## config.mk

```make
export PLATFORM = sky130hd
export DESIGN_NAME = phase_sequence_monitor
export DESIGN_NICKNAME = d
export VERILOG_FILES = /design/src/rtl/phase_sequence_monitor_pkg.sv /design/src/rtl/phase_sequence_monitor_lut.sv /design/src/rtl/phase_sequence_monitor.sv
export SDC_FILE = /design/constraint.sdc
export NUM_CORES = 1
export LEC_CHECK = 0
export ABC_AREA = 0
export ABC_CLOCK_PERIOD_IN_PS = 2400
export BUFFER_PORTS_ARGS = -buffer_cell sky130_fd_sc_hd__buf_4
export CORE_MARGIN = 5
export CORE_UTILIZATION = 45
export CTS_CLUSTER_SIZE = 24
export DETAILED_ROUTE_END_ITERATION = 12
export HOLD_SLACK_MARGIN = 0.15
export PLACE_DENSITY = 0.68
export SLEW_MARGIN = 20
export SYNTH_ARGS = -nofsm -noshare
export SYNTH_HDL_FRONTEND = slang
export SYNTH_SLANG_ARGS = --single-unit
```

## constraint.sdc

```tcl
create_clock -name clk -period 2.4 [get_ports clk]
set_clock_uncertainty 0.05 [all_clocks]
set_input_delay 0.24 -clock clk [delete_from_list [all_inputs] [get_ports clk]]
set_output_delay 0.24 -clock clk [all_outputs]
set_load 0.005 [all_outputs]
```

## src/rtl/phase_sequence_monitor_pkg.sv

```systemverilog
// Shared encodings for the phase sequence monitor: light phases, monitor states
// and error codes, plus the legal phase successor.
package phase_sequence_monitor_pkg;

    localparam logic [1:0] PH_0   = 2'b00;
    localparam logic [1:0] PH_1   = 2'b01;
    localparam logic [1:0] PH_2   = 2'b10;
    localparam logic [1:0] PH_BAD = 2'b11;

    typedef enum logic [1:0] {
        ST_SYNC  = 2'b00,
        ST_TRACK = 2'b01,
        ST_ERROR = 2'b10
    } mon_state_t;

    localparam logic [2:0] ERR_NONE     = 3'd0;
    localparam logic [2:0] ERR_ILLEGAL  = 3'd1;
    localparam logic [2:0] ERR_ORDER    = 3'd2;
    localparam logic [2:0] ERR_EARLY    = 3'd3;
    localparam logic [2:0] ERR_OVERSTAY = 3'd4;
    localparam logic [2:0] ERR_COUNT    = 3'd5;

    function automatic logic [1:0] next_phase(input logic [1:0] ph);
        case (ph)
            PH_0:    next_phase = PH_1;
            PH_1:    next_phase = PH_2;
            default: next_phase = PH_0;
        endcase
    endfunction

endpackage

```

## src/rtl/phase_sequence_monitor_lut.sv

```systemverilog
// Phase to dwell-count mapping: the count the sequencer shows on the first
// tick of each phase. The illegal phase maps to zero.
module phase_dwell_lut
    import phase_sequence_monitor_pkg::*;
#(
    parameter int DWELL_0 = 5,
    parameter int DWELL_1 = 2,
    parameter int DWELL_2 = 4
) (
    input  logic [1:0] phase,
    output logic [3:0] dwell
);

    always_comb begin
        dwell = 4'd0;
        case (phase)
            PH_0:    dwell = 4'(DWELL_0);
            PH_1:    dwell = 4'(DWELL_1);
            PH_2:    dwell = 4'(DWELL_2);
            default: dwell = 4'd0;
        endcase
    end

endmodule

```

## src/rtl/phase_sequence_monitor.sv

```systemverilog
// Passive checker for the sequencer phase/countdown stream: syncs on the first
// 00/DWELL_0 sample, checks order and dwell, counts cycles, latches first error.
module phase_sequence_monitor
    import phase_sequence_monitor_pkg::*;
#(
    parameter int DWELL_0 = 5,
    parameter int DWELL_1 = 2,
    parameter int DWELL_2 = 4,
    parameter int CYC_W   = 8
) (
    input  logic             clk,
    input  logic             reset,
    input  logic             tick,
    input  logic [1:0]       phase,
    input  logic [3:0]       count,
    input  logic             err_clr,
    output logic             in_sync,
    output logic             err,
    output logic [2:0]       err_code,
    output logic             phase_done,
    output logic [CYC_W-1:0] cycle_cnt
);

    mon_state_t       state_reg, state_next;
    logic [1:0]       prev_phase_reg, prev_phase_next;
    logic [3:0]       prev_count_reg, prev_count_next;
    logic             err_reg, err_next;
    logic [2:0]       err_code_reg, err_code_next;
    logic             phase_done_reg, phase_done_next;
    logic [CYC_W-1:0] cycle_cnt_reg, cycle_cnt_next;

    logic [3:0] exp_dwell;
    logic [2:0] chk_code;
    logic       new_phase;
    logic       sync_hit;

    phase_dwell_lut #(
        .DWELL_0(DWELL_0),
        .DWELL_1(DWELL_1),
        .DWELL_2(DWELL_2)
    ) u_dwell_lut (
        .phase(phase),
        .dwell(exp_dwell)
    );

    assign new_phase = (phase != prev_phase_reg);
    assign sync_hit  = (phase == PH_0) && (count == 4'(DWELL_0));

    // First failing check wins; the order here is the error priority.
    always_comb begin
        chk_code = ERR_NONE;
        if (phase == PH_BAD)
            chk_code = ERR_ILLEGAL;
        else if (new_phase && (phase != next_phase(prev_phase_reg)))
            chk_code = ERR_ORDER;
        else if (new_phase && (prev_count_reg != 4'd0))
            chk_code = ERR_EARLY;
        else if (!new_phase && (prev_count_reg == 4'd0))
            chk_code = ERR_OVERSTAY;
        else if (new_phase ? (count != exp_dwell)
                           : (count != prev_count_reg - 4'd1))
            chk_code = ERR_COUNT;
    end

    always_ff @(posedge clk) begin
        if (reset) begin
            state_reg      <= ST_SYNC;
            prev_phase_reg <= PH_0;
            prev_count_reg <= 4'd0;
            err_reg        <= 1'b0;
            err_code_reg   <= ERR_NONE;
            phase_done_reg <= 1'b0;
            cycle_cnt_reg  <= '0;
        end else begin
            state_reg      <= state_next;
            prev_phase_reg <= prev_phase_next;
            prev_count_reg <= prev_count_next;
            err_reg        <= err_next;
            err_code_reg   <= err_code_next;
            phase_done_reg <= phase_done_next;
            cycle_cnt_reg  <= cycle_cnt_next;
        end
    end

    always_comb begin
        state_next = state_reg;
        if (err_clr) begin
            state_next = ST_SYNC;
        end else begin
            case (state_reg)
                ST_SYNC:  if (tick && sync_hit) state_next = ST_TRACK;
                ST_TRACK: if (tick && chk_code != ERR_NONE) state_next = ST_ERROR;
                ST_ERROR: state_next = ST_ERROR;
                default:  state_next = ST_SYNC;
            endcase
        end
    end

    always_comb begin
        prev_phase_next = prev_phase_reg;
        prev_count_next = prev_count_reg;
        err_next        = err_reg;
        err_code_next   = err_code_reg;
        phase_done_next = 1'b0;
        cycle_cnt_next  = cycle_cnt_reg;
        if (err_clr) begin
            err_next      = 1'b0;
            err_code_next = ERR_NONE;
        end else if (tick) begin
            if (state_reg == ST_SYNC) begin
                if (sync_hit) begin
                    prev_phase_next = phase;
                    prev_count_next = count;
                end
            end else if (state_reg == ST_TRACK) begin
                if (chk_code != ERR_NONE) begin
                    err_next      = 1'b1;
                    err_code_next = chk_code;
                end else begin
                    prev_phase_next = phase;
                    prev_count_next = count;
                    phase_done_next = new_phase;
                    if (prev_phase_reg == PH_2 && phase == PH_0)
                        cycle_cnt_next = cycle_cnt_reg + 1'b1;
                end
            end
        end
    end

    assign in_sync    = (state_reg == ST_TRACK);
    assign err        = err_reg;
    assign err_code   = err_code_reg;
    assign phase_done = phase_done_reg;
    assign cycle_cnt  = cycle_cnt_reg;

endmodule

```

==> qor.csv, run 1 <==
stage,metric,value,unit
floorplan,start_util,46.3,%
flow_run,maxCapViolCount,0,
global_routing,grt_pass1_wl,7110,um
timing,period_share,101,%
synthesis,synth-seq-area-share,25.0,%
timing,max_slew_margin,61.6,%
hold_path,hold_class,primary input to register,
place,place.gp.congestion,0.774,
timing,max_freq,411,MHz
layout,nNetsFinal,264,
power_and_ir_drop,powerDensity,307,mW/mm^2
synthesis,avgSynthCellArea,8.33,sq um
timing,setup_viol,6,
detailed_routing,vias,1636,
floorplan,die_y,71.2,um
setup_path,cp_data_required_time,2.50,ns
clocking,cts_tree,done,
clocking,cts_buffers,3,
layout,drive_gt1_share,39.1,%
floorplan,die_area,0.00506,sq mm
floorplan,core,0.00363,sq mm
place,dpl_cell_area,0.00205,sq mm
setup_path,start_kind,register,
clocking,clock_latency,0.26,ns
setup_path,arrival,2.53,ns
clocking,clock_path_buffers,2,
timing,final_max_slew_viol_count,0,
clocking,h-tree-depth,1,
setup_path,crit_type,register to register,
outcome,status,finished with violations,
global_routing,grt_overflow,0,
layout,insertedDiodeCount,0,
setup_path,ff2ff_path_depth,8,
place,hpwlAfterDp,2820,um
power_and_ir_drop,total_power,718,uW
layout,synthToLayoutAreaGrowth,38.8,%
synthesis,synthArstFlopShare,0,%
synthesis,syn-num-nets,217,
detailed_routing,drt_wl_total,4390,um
global_routing,grt_pass1_vias,1500,
layout,stdcell_area,0.00234,sq mm
clocking,clock-sinks,21,
power_and_ir_drop,vdd_ir_drop_max,0.000159,V
timing,setup_tns,-0.0945,ns
detailed_routing,drc,0,
global_routing,grt.total_usage,17.5,%
timing,tightest_slew,0.574,ns
hold_path,min_path_cells,3,
detailed_routing,first_pass_iters,4,
setup_path,path_max_fanout,8,
synthesis,syn_inst,202,
layout,largest_reg_flops,8,
synthesis,yosys_warnings,0,
place,portBuffers,23,
layout,utilization,64.3,%
detailed_routing,initialDrtViolationCount,97,
global_routing,antenna_found_initial,0,
detailed_routing,vias_per_cell,5.53,
detailed_routing,drtAntennaViolNets,0,
timing,whs,0.214,ns
timing,rsz0062_at_grt,yes,
floorplan,ios,24,
clocking,clk_pin_slew,0.08,ns
synthesis,synth-edff-count,0,
power_and_ir_drop,p_leak,0.997,nW
outcome,violations,negative setup slack,
synthesis,syn_area,0.00168,sq mm
synthesis,yosysUniqueCellTypes,56,
floorplan,core.rowCount,22,
timing,fin_crit,2.43,ns
global_routing,grt_max_degree,28,
synthesis,ys_seq_elements,21,
synthesis,synth-main-ff-cell,dfxtp_1,
setup_path,worstSetupEndpointType,register,
timing,hold_violations,0,
clocking,root_buffer,clkbuf_8,
timing,fin_ws,-0.0305,ns
floorplan,die_w,71.2,um
detailed_routing,wl_per_cell,14.8,um
## path summary, 6_finish.rpt
path | from | end | slack [ns]
max | prev_count_reg[0]$_SDFFE_PP0P_ | cycle_cnt[6]$_SDFFE_PP0P_ | -0.03
min | count[2] | prev_count_reg[2]$_SDFFE_PP0P_ | 0.21
max reg2reg | prev_count_reg[0]$_SDFFE_PP0P_ | cycle_cnt[6]$_SDFFE_PP0P_ | -0.03
min reg2reg | err_code[1]$_SDFFE_PP0P_ | err_code[1]$_SDFFE_PP0P_ | 0.41
## worst max-delay path, cell delays in order, from the launching register on
cell and delay, ns:
dfxtp_4 0.36, inv_4 0.04, ha_4 0.23, or3b_4 0.36, o211ai_1 0.14, o31a_1 0.23
o221ai_4 0.22, nor4_2 0.34, mux2_1 0.34
## routing by layer
metal	part of all wire (%)	track usage, %
met1	44	22.8
met2	48	29.4
met3	5.5	2.70
met4	2.1	5.43
met5	0	0
## cells in the mapped netlist (all sizes together) (6+ instances only)
library cell | instances | area (sq um)
dfxtp | 21 | 420
nor2 | 18 | 75.1
nand2b | 16 | 100
buf | 10 | 72.6
nand2 | 10 | 37.5
inv | 9 | 33.8
o21ai | 9 | 45.0
mux2i | 8 | 80.1
nor2b | 8 | 50.1
nor3 | 7 | 35.0
mux2 | 6 | 67.6
## cells by family after synthesis
group | count (synthesis) | synth area share, %
AOI/OAI and AO/OA | 41 | 18.0
xor gates and xnor gates | 4 | 2.08
adders and majority gates | 5 | 3.72
buffers and inverters | 24 | 7.43
DFF | 21 | 25.0
muxes | 15 | 10.1
and+or+nand+nor | 92 | 33.7
## placed cells by master, fill, tap and decap left out, types with 3 or more instances in the layout
cell      count
mux2_4        3
nor2b_1       7
o211ai_1      5
a21oi_1       5
nor3_2        3
nand2b_1     15
inv_1         7
mux2i_1       8
nand2_1      10
nor2_1       17
dfxtp_1      18
o31a_1        5
xnor2_1       3
or2_1         3
nor3_1        3
nand3_1       5
or3b_4        4
o21ai_0       9
clkbuf_8      3
buf_4        53
nor4_4        3
## report_power, final
part	internal, mW	total [mW]	switching, mW
clock network	0.118	0.237	0.119
registers	0.347	0.348	0.000442
logic	0.0598	0.133	0.0736
total	0.525	0.718	0.193
## what timing repair did
action,in CTS,in global routing
hold buffers,0,0
setup endpoints to repair,15,20
buffers inserted,5,3
gates resized for setup,16,16
pin swaps,8,9
cloned,2,0
## stage by stage
step	cells	setup WS [ns]
2_1_floorplan	202	-0.0602
3_3_place_gp	282	-0.0771
3_5_place_dp	282	-0.143
4_1_cts	293	-0.0245
5_1_grt	296	-0.148
6_report	296	-0.0305
## cell type report
class                           instances  area, sq um
Sequential cell                        21          427
Clock buffer                            4         45.0
Inverter                                9         36.3
Timing Repair Buffer                   55          429
Fill cell                             308         1300
Tap cell                               48         60.1
Multi-Input combinational cell        159         1340
Note: power is estimated with default switching activity, not from simulation.
==> inputs of run 2 (changes only) <==
--- a/config.mk
+++ b/config.mk
@@ -8,10 +8,11 @@
 export ABC_AREA = 0
 export ABC_CLOCK_PERIOD_IN_PS = 2400
 export BUFFER_PORTS_ARGS = -buffer_cell sky130_fd_sc_hd__buf_4
-export CORE_MARGIN = 5
+export CORE_MARGIN = 8
 export CORE_UTILIZATION = 45
 export CTS_CLUSTER_SIZE = 24
 export DETAILED_ROUTE_END_ITERATION = 12
+export GPL_TIMING_DRIVEN = 0
 export HOLD_SLACK_MARGIN = 0.15
 export PLACE_DENSITY = 0.68
 export SLEW_MARGIN = 20
==> qor.csv, run 2 (synthesis gave the netlist of run 1 again) <==
stage,metric,value,unit,change
setup_path,slowest_stage,or3b_1,,
timing,max_slew_margin,63.5,%,+1.9 points
layout,drive_gt1_share,34.5,%,-4.7 points
floorplan,core.rowCount,22,,unchanged
global_routing,antenna_found_initial,0,,unchanged
flow_run,maxCapViolCount,0,,unchanged
detailed_routing,vias,1550,,-5.3%
clocking,cts_tree,done,,
setup_path,crit_type,register to register,,
clocking,clock_path_buffers,2,,unchanged
global_routing,grt_pass1_vias,1544,,+2.9%
timing,tightest_slew,0.546,ns,-0.0285 ns
hold_path,min_path_cells,3,,unchanged
place,place.gp.congestion,0.831,,+7.4%
layout,utilization,62.2,%,-2.1 points
clocking,clock-sinks,21,,unchanged
detailed_routing,vias_per_cell,5.42,,-1.9%
floorplan,core,0.00363,sq mm,unchanged
timing,max_freq,403,MHz,-1.9%
layout,stdcell_count,286,,-3.4%
floorplan,ios,24,,unchanged
layout,final_cell_mix,"buf_4 (34), nor2_1 (17), dfxtp_1 (17)",,
clocking,clk_pin_slew,0.08,ns,about the same
layout,largest_reg_flops,8,,unchanged
power_and_ir_drop,vdd_ir_drop_max,0.000160,V,+0.67%
timing,period_share,103,%,+2.0 points
floorplan,die_y,77.2,um,+8.4%
timing,fin_crit,2.48,ns,+0.0480 ns
detailed_routing,drtAntennaViolNets,0,,unchanged
layout,layout_commonest_cell,buf_4,,
setup_path,worstSetupEndpointType,register,,
detailed_routing,first_pass_iters,4,,unchanged
setup_path,reg2reg_setup_slack,-0.08,ns,-0.05 ns
detailed_routing,wl_per_cell,14.2,um,-4.3%
power_and_ir_drop,swShare,25.9,%,-1.0 points
power_and_ir_drop,p_leak,0.976,nW,-2.1%
power_and_ir_drop,intPower,516,uW,-1.8%
power_and_ir_drop,p_switching,180,uW,-6.8%
setup_path,worstPathCellList,"inv_4, ha_4, or3b_1, o211ai_1, o31a_1, o221ai_4, buf_12, nor4_4, mux2_4",,
power_and_ir_drop,powerDensity,308,mW/mm^2,about the same
setup_path,path_max_fanout,4,,-4
detailed_routing,initialDrtViolationCount,52,,-46%
timing,hold_violations,0,,unchanged
timing,setup_tns,-0.241,ns,-0.147 ns
floorplan,die_w,77.2,um,+8.4%
setup_path,cp.buffers_inverters,2,,+1
setup_path,start_kind,register,,
power_and_ir_drop,pwr-share-seq,49.8,%,+1.4 points
hold_path,hold_start,count[0],,
floorplan,die_area,0.00595,sq mm,+18%
setup_path,ff2ff_path_depth,9,,+1
hold_path,hold_class,primary input to register,,
outcome,violations,negative setup slack,,
global_routing,grt_overflow,0,,unchanged
layout,fillers,324,,+5.2%
setup_path,r2r_end,cycle_cnt[7]$_SDFFE_PP0P_,,
setup_path,r2r_start,prev_count_reg[1]$_SDFFE_PP0P_,,
global_routing,grt_pass1_wl,7040,um,-1.1%
power_and_ir_drop,total_power,695,uW,-3.2%
place,portBuffers,21,,-8.7%
timing,fin_ws,-0.0785,ns,-0.0480 ns
floorplan,start_util,46.3,%,unchanged
place,place_inst,271,,-3.9%
power_and_ir_drop,pwr-share-clk,33.7,%,+0.7 points
layout,nNetsFinal,254,,-3.8%
timing,setup_viol,6,,unchanged
layout,multi_input_area,0.00132,sq mm,-1.7%
setup_path,cp_data_required_time,2.50,ns,about the same
timing,rsz0062_at_grt,yes,,
place,dp_slack,-0.294,ns,-0.151 ns
layout,insertedDiodeCount,0,,unchanged
detailed_routing,drc,0,,unchanged
setup_path,crit_family,simple AND/OR/NAND/NOR gates,,
layout,synthToLayoutAreaGrowth,34.3,%,
clocking,clock_latency,0.26,ns,about the same
setup_path,arrival,2.58,ns,+0.05 ns
timing,final_max_slew_viol_count,0,,unchanged
clocking,cts_buffers,3,,unchanged
detailed_routing,drt_wl_total,4060,um,-7.6%
hold_path,min_to,prev_count_reg[0]$_SDFFE_PP0P_,,
outcome,status,finished with violations,,
global_routing,grt_max_degree,12,,-57%
setup_path,crit_path_max_incr_delay,0.37,ns,about the same
global_routing,grt.total_usage,13.7,%,-3.7 points
place,hpwlAfterDp,2950,um,+4.6%
clocking,h-tree-depth,1,,unchanged
layout,ff_latch_area,430,sq um,+0.88%
power_and_ir_drop,power_frac_comb,16.5,%,-2.1 points
clocking,root_buffer,clkbuf_8,,
## run 2: final cells by class
class / count / area share [%]
Sequential cell: 21 / 19.0
Tap cell: 48 / 2.66
Timing Repair Buffer: 35 / 12.7
Clock buffer: 4 / 1.99
Inverter: 9 / 1.72
Multi-Input combinational cell: 157 / 58.3
Buffer: 12 / 3.65
## run 2: power by group through the flow
stage	logic (mW)	registers [mW]	clock network [mW]
after floorplan	0.0677	0.356	0
after global placement	0.0972	0.356	0
after detailed placement	0.0975	0.356	0
after CTS	0.108	0.347	0.242
after global routing	0.127	0.347	0.254
final	0.115	0.346	0.234
## run 2: repair_timing
action / CTS / global route
gates cloned: 1 / 0
setup endpoints to repair: 21 / 21
resized for setup: 22 / 21
endpoints found under the hold margin: 0 / 0
hold buffers: 0 / 0
pin swaps: 12 / 9
setup buffers: 9 / 4
## run 2: worst register-to-register path, stage by stage, from the launching register on
cell      delay, ns
dfxtp_2        0.36
inv_4          0.05
ha_4           0.24
or3b_1         0.37
o211ai_1       0.13
o31a_1         0.21
o221ai_4       0.17
buf_12         0.18
nor4_4         0.29
mux2_4         0.32
## run 2: layer usage
layer / share of wire, % / up-vias / global-route usage, % / wire length (um)
met2: 46 / 29 / 23.1 / 1880
met5: 0 / - / 0 / 0
met4: 1.3 / 0 / 3.96 / 54
met1: 49 / 724 / 17.4 / 2000
li1: - / 793 / - / -
met3: 3.2 / 4 / 2.21 / 130
## run 2: worst max-delay path by stage
stage                                         from  depth (start not counted)                             end  slack [ns]
floorplan           prev_count_reg[0]$_SDFFE_PP0P_                         10       cycle_cnt[5]$_SDFFE_PP0P_       -0.06
global placement    prev_count_reg[0]$_SDFFE_PP0P_                          9  prev_phase_reg[0]$_SDFFE_PP0P_       -0.27
detailed placement  prev_count_reg[1]$_SDFFE_PP0P_                          9  prev_phase_reg[0]$_SDFFE_PP0P_       -0.29
CTS                 prev_count_reg[1]$_SDFFE_PP0P_                          9       cycle_cnt[7]$_SDFFE_PP0P_       -0.11
global route        prev_count_reg[1]$_SDFFE_PP0P_                          9       cycle_cnt[7]$_SDFFE_PP0P_       -0.18
finish              prev_count_reg[1]$_SDFFE_PP0P_                          9       cycle_cnt[7]$_SDFFE_PP0P_       -0.08
## run 2: metrics by stage
step / hold WS (ns) / area [sq um]
6_report: 0.207 / 2260
5_1_grt: 0.217 / 2260
4_1_cts: 0.206 / 2150
3_5_place_dp: 0.398 / 1930
3_3_place_gp: 0.396 / 1930
2_1_floorplan: 0.332 / 1720
==> inputs of run 3 (changes only) <==
--- a/config.mk
+++ b/config.mk
@@ -6,7 +6,7 @@
 export NUM_CORES = 1
 export LEC_CHECK = 0
 export ABC_AREA = 0
-export ABC_CLOCK_PERIOD_IN_PS = 2400
+export ABC_CLOCK_PERIOD_IN_PS = 2600
 export BUFFER_PORTS_ARGS = -buffer_cell sky130_fd_sc_hd__buf_4
 export CORE_MARGIN = 8
 export CORE_UTILIZATION = 45
@@ -14,7 +14,7 @@
 export DETAILED_ROUTE_END_ITERATION = 12
 export GPL_TIMING_DRIVEN = 0
 export HOLD_SLACK_MARGIN = 0.15
-export PLACE_DENSITY = 0.68
+export PLACE_DENSITY = 0.65
 export SLEW_MARGIN = 20
 export SYNTH_ARGS = -nofsm -noshare
 export SYNTH_HDL_FRONTEND = slang
==> constraint.sdc (replaced) <==
create_clock -name clk -period 2.6 [get_ports clk]
set_clock_uncertainty 0.05 [all_clocks]
set_input_delay 0.26 -clock clk [delete_from_list [all_inputs] [get_ports clk]]
set_output_delay 0.26 -clock clk [all_outputs]
set_load 0.005 [all_outputs]
==> qor.csv, run 3 (synthesis gave the netlist of run 1 again) <==
stage,metric,value,unit,change
timing,tightest_slew,0.563,ns,+0.0172 ns
timing,setup_tns,0,ns,+0.241 ns
setup_path,cp_data_required_time,2.71,ns,+0.21 ns
floorplan,core.rowCount,22,,unchanged
hold_path,min_path_cells,3,,unchanged
power_and_ir_drop,total_power,639,uW,-8.0%
floorplan,core,0.00363,sq mm,unchanged
clocking,clock_latency,0.26,ns,about the same
layout,stdcell_count,283,,-1.0%
clocking,cts_buffers,3,,unchanged
layout,multi_input_area,0.00121,sq mm,-7.8%
clocking,root_buffer,clkbuf_8,,
detailed_routing,drt_wl_total,4090,um,+0.79%
detailed_routing,initialDrtViolationCount,32,,-38%
place,hpwlAfterDp,2920,um,-0.88%
setup_path,crit_path_max_incr_delay,0.46,ns,+0.09 ns
power_and_ir_drop,vdd_ir_drop_max,0.000149,V,-6.7%
detailed_routing,wl_per_cell,14.5,um,+1.9%
global_routing,grt_overflow,0,,unchanged
detailed_routing,drc,0,,unchanged
power_and_ir_drop,p_leak,0.882,nW,-9.7%
hold_path,hold_start,count[0],,
timing,max_freq,388,MHz,-3.8%
setup_path,cp.buffers_inverters,2,,unchanged
layout,final_cell_mix,"buf_4 (32), nor2_1 (17), dfxtp_1 (17)",,
layout,fillers,358,,+10%
clocking,cts_tree,done,,
global_routing,grt_pass1_wl,6910,um,-1.9%
setup_path,worstPathCellList,"inv_4, ha_4, or3b_1, buf_6, nor2_4, and4_1, or3b_4, nor4_4, mux2_4",,
layout,synthToLayoutAreaGrowth,25.8,%,
clocking,clock_path_buffers,2,,unchanged
hold_path,hold_class,primary input to register,,
detailed_routing,drtAntennaViolNets,0,,unchanged
power_and_ir_drop,powerDensity,302,mW/mm^2,-1.9%
layout,drive_gt1_share,28.5,%,-5.9 points
setup_path,crit_type,register to register,,
place,place.gp.congestion,0.809,,-2.7%
detailed_routing,vias,1557,,+0.45%
setup_path,arrival,2.68,ns,+0.10 ns
layout,ff_latch_area,430,sq um,unchanged
timing,max_slew_margin,62.3,%,-1.2 points
floorplan,die_w,77.2,um,unchanged
place,place_inst,271,,unchanged
timing,hold_violations,0,,unchanged
layout,largest_reg_flops,8,,unchanged
outcome,status,finished clean,,
setup_path,r2r_start,prev_count_reg[1]$_SDFFE_PP0P_,,
layout,nNetsFinal,251,,-1.2%
floorplan,die_y,77.2,um,unchanged
detailed_routing,vias_per_cell,5.50,,+1.5%
floorplan,ios,24,,unchanged
detailed_routing,first_pass_iters,4,,unchanged
global_routing,antenna_found_initial,0,,unchanged
global_routing,grt.total_usage,13.6,%,-0.14 points
setup_path,worstSetupEndpointType,register,,
timing,rsz0062_at_grt,yes,,
layout,layout_commonest_cell,buf_4,,
flow_run,maxCapViolCount,0,,unchanged
floorplan,die_area,0.00595,sq mm,unchanged
timing,fin_crit,2.58,ns,+0.0980 ns
place,portBuffers,21,,unchanged
setup_path,ff2ff_path_depth,9,,unchanged
global_routing,grt_pass1_vias,1486,,-3.8%
global_routing,grt_max_degree,12,,unchanged
hold_path,min_to,prev_count_reg[0]$_SDFFE_PP0P_,,
timing,setup_viol,0,,-6
clocking,clock-sinks,21,,unchanged
setup_path,slowest_stage,or3b_4,,
timing,final_max_slew_viol_count,0,,unchanged
setup_path,r2r_end,cycle_cnt[5]$_SDFFE_PP0P_,,
layout,insertedDiodeCount,0,,unchanged
timing,whs,0.222,ns,+0.0150 ns
clocking,clk_pin_slew,0.08,ns,about the same
clocking,h-tree-depth,1,,unchanged
timing,period_share,99.1,%,-4.2 points
setup_path,path_max_fanout,7,,+3
setup_path,crit_family,simple AND/OR/NAND/NOR gates,,
setup_path,start_kind,register,,
floorplan,start_util,46.3,%,unchanged
setup_path,reg2reg_setup_slack,0.02,ns,+0.10 ns
## run 3: cell count changes in the layout (fill, tap and decap cells not counted), sizes merged
cell,change
buf,-3
## run 3: how the worst max path moves through the flow
stage,cells past startpoint,end,startpoint,slack (ns)
floorplan,10,cycle_cnt[7]$_SDFFE_PP0P_,state_reg[0]$_SDFFE_PP0P_,0.03
global placement,10,cycle_cnt[7]$_SDFFE_PP0P_,state_reg[0]$_SDFFE_PP0P_,-0.18
detailed placement,9,cycle_cnt[3]$_SDFFE_PP0P_,prev_count_reg[0]$_SDFFE_PP0P_,-0.19
CTS,10,prev_count_reg[1]$_SDFFE_PP0P_,prev_count_reg[1]$_SDFFE_PP0P_,-0.004
global route,9,cycle_cnt[5]$_SDFFE_PP0P_,prev_count_reg[1]$_SDFFE_PP0P_,-0.05
finish,9,cycle_cnt[5]$_SDFFE_PP0P_,prev_count_reg[1]$_SDFFE_PP0P_,0.02
## run 3: where the power goes
| group | internal [mW] | leakage (nW) | switching (mW) |
|---|---|---|---|
| sequential | 0.319 | 0.172 | 0.000339 |
| clock | 0.109 | 0.0228 | 0.110 |
| combinational | 0.0455 | 0.688 | 0.0552 |
| total | 0.474 | 0.882 | 0.165 |
## run 3: repair_timing
action                                  CTS  global route
pin swaps                                 3             4
endpoints found under the setup margin   18            18
hold buffers                              0             0
gates resized for setup                  11            14
gates cloned                              0             0
setup buffers                             4             6
## run 3: stage by stage
stage,setup slack (ns),utilization (%),area [sq um]
after CTS,-0.00421,55.6,2020
final,0.0236,58.3,2120
after global placement,-0.180,52.3,1900
after detailed placement,-0.190,52.3,1900
after floorplan,0.0300,-,1680
after global routing,-0.0498,58.3,2120
## run 3: worst register-to-register path: cells and delay by family, from the launching register on
family / cells / cell delay (ns)
AND/OR/NAND/NOR: 5 / 1.39
multiplexers: 1 / 0.32
flip-flops: 1 / 0.37
buffers and inverters: 2 / 0.21
adder cells (fa/ha/maj): 1 / 0.13
## run 3: layout make-up
type / count / area share [%]
inverters: 9 / 1.83
multi-input cells: 157 / 57.3
plain buffers: 13 / 3.78
clock buffers: 4 / 2.13
flip-flops and latches: 21 / 20.3
repair buffers: 31 / 11.8
well taps: 48 / 2.84
## run 3: routing by layer
layer  vias to the layer above  wire, um  global-route usage, %
li1                        789         -                      -
met1                       740      1980                   17.3
met2                        24      1920                   21.7
met3                         4       146                   3.15
met4                         0        47                   4.53
met5                         -         0                      0
